[src/rtl/alu_arbiter_if.sv]
// rtl/alu_arbiter_if.sv - requester and ALU-side signal bundle for alu_arbiter
interface alu_arbiter_if #(
  parameter int NB_DATA = 8,
  parameter int NB_OP   = 6
);
  logic               i_req0_valid;
  logic               i_req1_valid;
  logic               o_req0_ready;
  logic               o_req1_ready;
  logic [NB_DATA-1:0] i_req0_data_a;
  logic [NB_DATA-1:0] i_req0_data_b;
  logic [NB_OP-1:0]   i_req0_op;
  logic [NB_DATA-1:0] i_req1_data_a;
  logic [NB_DATA-1:0] i_req1_data_b;
  logic [NB_OP-1:0]   i_req1_op;
  logic               o_rsp0_valid;
  logic               o_rsp1_valid;
  logic [NB_DATA-1:0] o_rsp0_result;
  logic [NB_DATA-1:0] o_rsp1_result;
  logic               o_alu_valid;
  logic [NB_DATA-1:0] o_alu_data_a;
  logic [NB_DATA-1:0] o_alu_data_b;
  logic [NB_OP-1:0]   o_alu_op;
  logic [NB_DATA-1:0] i_alu_result;

  // Arbiter side
  modport slave (
    input  i_req0_valid, i_req1_valid,
    input  i_req0_data_a, i_req0_data_b, i_req0_op,
    input  i_req1_data_a, i_req1_data_b, i_req1_op,
    input  i_alu_result,
    output o_req0_ready, o_req1_ready,
    output o_rsp0_valid, o_rsp1_valid,
    output o_rsp0_result, o_rsp1_result,
    output o_alu_valid, o_alu_data_a, o_alu_data_b, o_alu_op
  );

  // Requesters plus ALU side
  modport master (
    output i_req0_valid, i_req1_valid,
    output i_req0_data_a, i_req0_data_b, i_req0_op,
    output i_req1_data_a, i_req1_data_b, i_req1_op,
    output i_alu_result,
    input  o_req0_ready, o_req1_ready,
    input  o_rsp0_valid, o_rsp1_valid,
    input  o_rsp0_result, o_rsp1_result,
    input  o_alu_valid, o_alu_data_a, o_alu_data_b, o_alu_op
  );
endinterface

[src/rtl/alu_arbiter.sv]
// rtl/alu_arbiter.sv - two-requester arbiter sharing one ALU; ALU_ARB_FIXED_PRIO_EN selects fixed priority
module alu_arbiter #(
  parameter int NB_DATA = 8,
  parameter int NB_OP   = 6
) (
  input  logic         i_clk,
  input  logic         i_rst,
  alu_arbiter_if.slave bus
);

  typedef enum logic [1:0] {IDLE, ISSUE, RESP} state_t;

  state_t             state;
  state_t             state_next;
  logic               any_valid;
  logic               grant1_sel;
  logic               accept;
  logic               grantee;
  logic               ready0;
  logic               ready1;
  logic               alu_valid_q;
  logic [NB_DATA-1:0] alu_a_q;
  logic [NB_DATA-1:0] alu_b_q;
  logic [NB_OP-1:0]   alu_op_q;
  logic               rsp0_valid_q;
  logic               rsp1_valid_q;
  logic [NB_DATA-1:0] rsp0_result_q;
  logic [NB_DATA-1:0] rsp1_result_q;

  assign any_valid = bus.i_req0_valid | bus.i_req1_valid;

`ifdef ALU_ARB_FIXED_PRIO_EN
  // Requester 0 always wins a tie
  assign grant1_sel = bus.i_req1_valid & ~bus.i_req0_valid;
`else
  // last_grant = 1 after reset so requester 0 wins the first tie
  logic last_grant;
  assign grant1_sel = bus.i_req1_valid & (~bus.i_req0_valid | ~last_grant);
`endif

  assign accept = (state == IDLE) & any_valid & ~i_rst;

  // State register
  always_ff @(posedge i_clk or posedge i_rst) begin
    if (i_rst) state <= IDLE;
    else       state <= state_next;
  end

  // Next-state logic: one pass IDLE -> ISSUE -> RESP per operation
  always_comb begin
    state_next = state;
    case (state)
      IDLE:    if (any_valid) state_next = ISSUE;
      ISSUE:   state_next = RESP;
      RESP:    state_next = IDLE;
      default: state_next = IDLE;
    endcase
  end

  // Ready outputs: only in IDLE, and never while reset is held
  always_comb begin
    ready0 = 1'b0;
    ready1 = 1'b0;
    if (state == IDLE && !i_rst && any_valid) begin
      ready1 = grant1_sel;
      ready0 = ~grant1_sel;
    end
  end

  // Datapath: capture on accept, drive ALU in ISSUE, sample result into the grantee's register
  always_ff @(posedge i_clk or posedge i_rst) begin
    if (i_rst) begin
      alu_valid_q   <= 1'b0;
      alu_a_q       <= '0;
      alu_b_q       <= '0;
      alu_op_q      <= '0;
      grantee       <= 1'b0;
      rsp0_valid_q  <= 1'b0;
      rsp1_valid_q  <= 1'b0;
      rsp0_result_q <= '0;
      rsp1_result_q <= '0;
`ifndef ALU_ARB_FIXED_PRIO_EN
      last_grant    <= 1'b1;
`endif
    end else begin
      alu_valid_q  <= accept;
      rsp0_valid_q <= (state == ISSUE) & ~grantee;
      rsp1_valid_q <= (state == ISSUE) & grantee;
      if (accept) begin
        grantee  <= grant1_sel;
        alu_a_q  <= grant1_sel ? bus.i_req1_data_a : bus.i_req0_data_a;
        alu_b_q  <= grant1_sel ? bus.i_req1_data_b : bus.i_req0_data_b;
        alu_op_q <= grant1_sel ? bus.i_req1_op     : bus.i_req0_op;
`ifndef ALU_ARB_FIXED_PRIO_EN
        last_grant <= grant1_sel;
`endif
      end
      if (state == ISSUE) begin
        if (grantee) rsp1_result_q <= bus.i_alu_result;
        else         rsp0_result_q <= bus.i_alu_result;
      end
    end
  end

  assign bus.o_req0_ready  = ready0;
  assign bus.o_req1_ready  = ready1;
  assign bus.o_alu_valid   = alu_valid_q;
  assign bus.o_alu_data_a  = alu_a_q;
  assign bus.o_alu_data_b  = alu_b_q;
  assign bus.o_alu_op      = alu_op_q;
  assign bus.o_rsp0_valid  = rsp0_valid_q;
  assign bus.o_rsp1_valid  = rsp1_valid_q;
  assign bus.o_rsp0_result = rsp0_result_q;
  assign bus.o_rsp1_result = rsp1_result_q;

endmodule

[src/flat_wrapper.sv]
// flat-port wrapper written by rule: the top's interface ports become plain ports
module alu_arbiter_flat 
#(
  parameter int NB_DATA = 8,
  parameter int NB_OP   = 6
)
  (i_clk, i_rst, bus_i_req0_valid, bus_i_req1_valid, bus_i_req0_data_a, bus_i_req0_data_b, bus_i_req0_op, bus_i_req1_data_a, bus_i_req1_data_b, bus_i_req1_op, bus_i_alu_result, bus_o_req0_ready, bus_o_req1_ready, bus_o_rsp0_valid, bus_o_rsp1_valid, bus_o_rsp0_result, bus_o_rsp1_result, bus_o_alu_valid, bus_o_alu_data_a, bus_o_alu_data_b, bus_o_alu_op);
  alu_arbiter_if #(.NB_DATA(NB_DATA), .NB_OP(NB_OP)) bus_i ();
  input  logic i_clk;
  input  logic i_rst;
  input wire logic [$bits(bus_i.i_req0_valid)-1:0] bus_i_req0_valid;
  input wire logic [$bits(bus_i.i_req1_valid)-1:0] bus_i_req1_valid;
  input wire logic [$bits(bus_i.i_req0_data_a)-1:0] bus_i_req0_data_a;
  input wire logic [$bits(bus_i.i_req0_data_b)-1:0] bus_i_req0_data_b;
  input wire logic [$bits(bus_i.i_req0_op)-1:0] bus_i_req0_op;
  input wire logic [$bits(bus_i.i_req1_data_a)-1:0] bus_i_req1_data_a;
  input wire logic [$bits(bus_i.i_req1_data_b)-1:0] bus_i_req1_data_b;
  input wire logic [$bits(bus_i.i_req1_op)-1:0] bus_i_req1_op;
  input wire logic [$bits(bus_i.i_alu_result)-1:0] bus_i_alu_result;
  output wire logic [$bits(bus_i.o_req0_ready)-1:0] bus_o_req0_ready;
  output wire logic [$bits(bus_i.o_req1_ready)-1:0] bus_o_req1_ready;
  output wire logic [$bits(bus_i.o_rsp0_valid)-1:0] bus_o_rsp0_valid;
  output wire logic [$bits(bus_i.o_rsp1_valid)-1:0] bus_o_rsp1_valid;
  output wire logic [$bits(bus_i.o_rsp0_result)-1:0] bus_o_rsp0_result;
  output wire logic [$bits(bus_i.o_rsp1_result)-1:0] bus_o_rsp1_result;
  output wire logic [$bits(bus_i.o_alu_valid)-1:0] bus_o_alu_valid;
  output wire logic [$bits(bus_i.o_alu_data_a)-1:0] bus_o_alu_data_a;
  output wire logic [$bits(bus_i.o_alu_data_b)-1:0] bus_o_alu_data_b;
  output wire logic [$bits(bus_i.o_alu_op)-1:0] bus_o_alu_op;
  assign bus_i.i_req0_valid = bus_i_req0_valid;
  assign bus_i.i_req1_valid = bus_i_req1_valid;
  assign bus_i.i_req0_data_a = bus_i_req0_data_a;
  assign bus_i.i_req0_data_b = bus_i_req0_data_b;
  assign bus_i.i_req0_op = bus_i_req0_op;
  assign bus_i.i_req1_data_a = bus_i_req1_data_a;
  assign bus_i.i_req1_data_b = bus_i_req1_data_b;
  assign bus_i.i_req1_op = bus_i_req1_op;
  assign bus_i.i_alu_result = bus_i_alu_result;
  assign bus_o_req0_ready = bus_i.o_req0_ready;
  assign bus_o_req1_ready = bus_i.o_req1_ready;
  assign bus_o_rsp0_valid = bus_i.o_rsp0_valid;
  assign bus_o_rsp1_valid = bus_i.o_rsp1_valid;
  assign bus_o_rsp0_result = bus_i.o_rsp0_result;
  assign bus_o_rsp1_result = bus_i.o_rsp1_result;
  assign bus_o_alu_valid = bus_i.o_alu_valid;
  assign bus_o_alu_data_a = bus_i.o_alu_data_a;
  assign bus_o_alu_data_b = bus_i.o_alu_data_b;
  assign bus_o_alu_op = bus_i.o_alu_op;
  alu_arbiter #(.NB_DATA(NB_DATA), .NB_OP(NB_OP)) u_core (.i_clk(i_clk), .i_rst(i_rst), .bus(bus_i));
endmodule
[config.mk]
export PLATFORM = sky130hd
export DESIGN_NAME = alu_arbiter_flat
export DESIGN_NICKNAME = d
export VERILOG_FILES = /design/src/rtl/alu_arbiter_if.sv /design/src/rtl/alu_arbiter.sv /design/src/flat_wrapper.sv
export SDC_FILE = /design/constraint.sdc
export NUM_CORES = 1
export LEC_CHECK = 0
export CAP_MARGIN = 40
export CORE_MARGIN = 4
export CORE_UTILIZATION = 60
export DETAILED_ROUTE_END_ITERATION = 8
export DONT_BUFFER_PORTS = 1
export PLACE_DENSITY = 0.81
export SYNTH_ARGS = -nofsm -noshare
export SYNTH_HDL_FRONTEND = slang
export SYNTH_SLANG_ARGS = --single-unit
[constraint.sdc]
create_clock -name i_clk -period 4 [get_ports i_clk]
set_input_delay 0.8 -clock i_clk [delete_from_list [all_inputs] [get_ports i_clk]]
set_output_delay 0.8 -clock i_clk [all_outputs]
set_load 0.005 [all_outputs]
==> results.yml <==
status:
  status: "complete, no violations"
setup_path:
  worstPathMaxFanout: 10
  slowest_stage: "nor4_4"
  cp.required_ns: 3.20
  endpoint_kind: "output pin"
  worst_setup_path_start_kind: "flip-flop"
  crit_type: "reg -> out"
  r2r_start: "u_core.last_grant"
  path_buf_inv: 0
  reg2reg_slack_ns: 2.10
  cp_cell_sequence: "nor4_4 > nor2b_1"
  cp_top_family: "simple AND/OR/NAND/NOR gates"
  cp_slowest_stage_delay_ns: 0.56
  regToRegEndpoint: "u_core.bus.o_alu_data_b[0]"
  reg2reg_depth: 4
  arrival_ns: 1.58
layout:
  n_antenna_cell: 0
  regArea_mm2: 0.00113
  drive_above_1_share_pct: 58.9
  finalNonFillerCells: 173
  fillers: 230
  multiInputGateArea_um2: 769
  fin_nets: 184
  syn2layout_area_growth_pct: 6.18
power_and_ir_drop:
  intPower_w: 0.00105
  sequentialPowerShare_pct: 57.6
  switching_share_pct: 30.3
  max-vdd-ir-drop_uv: 387
  p_leak_nw: 0.870
  clockPowerShare_pct: 15.6
  net-switching-power_w: 0.000457
  pwr-share-comb_pct: 26.8
  powerDensity_mw_per_mm2: 731
  total_power_w: 0.00151
drt:
  final_antenna_net_count: 0
  first_iter_violations: 32
  top_layer_used: "met4"
  totalWireLength_um: 3440
  drc: 0
  post_drt_wl_per_cell_um: 19.9
  firstDrtPassIters: 2
  wl_met1_um: 1230
  wl_met3_um: 367
  met2_length_um: 1820
  drt-vias-per-instance: 5.71
  vias: 987
sta:
  clock_skew_ns: 0.00715
  hold_viol: 0
  slew_headroom_pct: 49.7
  fin_ws_ns: 1.62
  period_minus_slack_ns: 2.38
  setup_viol: 0
  worst_pin_slew_ns: 0.753
  slew_viol_final: 0
  fin_tns_setup_ns: 0
  rsz0062_at_grt: "no"
  fin_crit_sh_pct: 59.5
  max_freq_mhz: 420
synthesis:
  async_reset_ff_share_pct: 100
  yosysTopAreaCell: "dfrtp_1"
  yosysWarnings: 0
  synth_edf_count: 0
  synth_ff_type: "dfrtp_1"
  syn_avg_cell_area_um2: 15.8
  netlist_top_cells_count: "mux2_2 (61), dfrtp_1 (44)"
  post_synth_main_area_contributors: "dfrtp_1 (57%), mux2_2 (35%), dfstp_2 (1.4%)"
  synth_cells: 123
  ys_types: 16
  yosys.area.top_type_share_pct: 56.6
  synth_nets: 179
  ys_seq_area_share_pct: 58.0
  ys_ff_latch: 45
  yosysMostFrequentCell: "mux2_2"
  synth_area_mm2: 0.00194
flow_run:
  maxCapViolCount: 0
place:
  dpl.hpwl_um: 2690
  dp_cells: 165
  gp_congestion: 0.714
  portBuffers: 0
  pre_cts_ws_ns: 1.66
floorplan:
  die_w_um: 64.9
  start_util_pct: 63.2
  fp.dieH_um: 64.9
  fp.dieArea_mm2: 0.00422
  core_region_area_mm2: 0.00308
  io_pins: 99
  num_rows: 20
cts:
  cts_tree: "built"
  postCtsSetupBuffers: 0
  cts.clk_slew.worst_paths_ns: 0.12
  cts_resized: 0
  clockBufferDepth: 2
  clkLatencyLatePin_ns: 0.34
  clock-sinks: 45
  root_buffer: "clkbuf_4"
  ctsHoldBuffers: 0
  htreeDepth: 2
  cts_made_buffers: 5
global_routing:
  grt_max_degree: 32
  grt_pass1_wl_um: 5470
  grt_pass1_vias: 1088
  grt_overflow: 0
  track_usage_pct: 17.1
  grt_antenna_before_repair: 0
min_path:
  hold_class: "in -> async"
routing by layer:
layer | GRT usage, % | vias to the layer above
met5 | 0 | -
met4 | 5.54 | 0
met3 | 6.41 | 2
met2 | 29.4 | 53
met1 | 19.7 | 490
li1 | - | 442
layout make-up:
class                   instances  share of cell area (%)
clock inverters                 1                   0.242
clock buffers                   7                    3.15
repair buffers                  3                    1.70
inverters                       2                   0.364
multi-input cells              71                    37.3
well taps                      44                    2.67
flip-flops and latches         45                    54.6
kinds of logic after synthesis:
group,after synthesis,share of synthesized area (%)
muxes,62,35.9
DFF,45,58.0
and+or+nand+nor,8,3.09
buffers and inverters,7,2.45
AOI/OAI and AO/OA,1,0.579
sequential cells by signal, indices dropped and copies added (netlist names):
signal                    cells
u_core.bus.o_rsp0_valid       1
u_core.bus.o_rsp1_result      8
u_core.bus.o_alu_valid        1
u_core.bus.o_alu_op           6
u_core.state                  2
u_core.bus.o_rsp1_valid       1
u_core.bus.o_alu_data_b       8
u_core.last_grant             1
u_core.bus.o_alu_data_a       8
u_core.grantee                1
u_core.bus.o_rsp0_result      8
power by group through the flow:
| stage | sequential [W] | clock [W] | combinational, W |
|---|---|---|---|
| after global routing | 0.000901 | 0.000267 | 0.000450 |
| final | 0.000869 | 0.000235 | 0.000404 |
| after global placement | 0.000874 | 0 | 0.000388 |
| after detailed placement | 0.000887 | 0 | 0.000415 |
| after CTS | 0.000877 | 0.000243 | 0.000414 |
| after floorplan | 0.000823 | 0 | 0.000371 |
worst max path at each step:
stage / slack, ns / cells past startpoint / endpoint / from
finish: 1.62 / 2 / bus_o_req0_ready / u_core.state[1]
floorplan: 1.59 / 3 / bus_o_req0_ready / i_rst
CTS: 1.58 / 2 / bus_o_req0_ready / u_core.state[1]
global route: 1.49 / 2 / bus_o_req0_ready / u_core.state[1]
global placement: 1.69 / 2 / bus_o_req0_ready / i_rst
detailed placement: 1.66 / 4 / u_core.bus.o_alu_op[3] / bus_i_req1_valid
metrics by stage:
stage / hold WS (ns) / utilization [%] / instance area, um^2
detailed placement: 0.514 / 64.8 / 1990
CTS: 0.283 / 67.1 / 2060
global route: 0.268 / 67.1 / 2060
floorplan: 0.485 / - / 1940
finish: 0.281 / 67.1 / 2060
global placement: 0.517 / 64.1 / 1970
layout by cell type (no fill, tap or decap):
cell type,instances
nor3_1,1
clkinv_2,1
nand2_1,1
clkbuf_4,5
mux2_2,61
a21boi_2,1
inv_2,1
mux2_1,1
inv_1,1
nor2_1,1
dfstp_2,1
and2b_1,1
nor4_4,1
dfrtp_1,44
buf_12,1
buf_4,2
and2_1,1
nor2b_1,2
clkbuf_8,2
(Power assumes the default switching activity.)
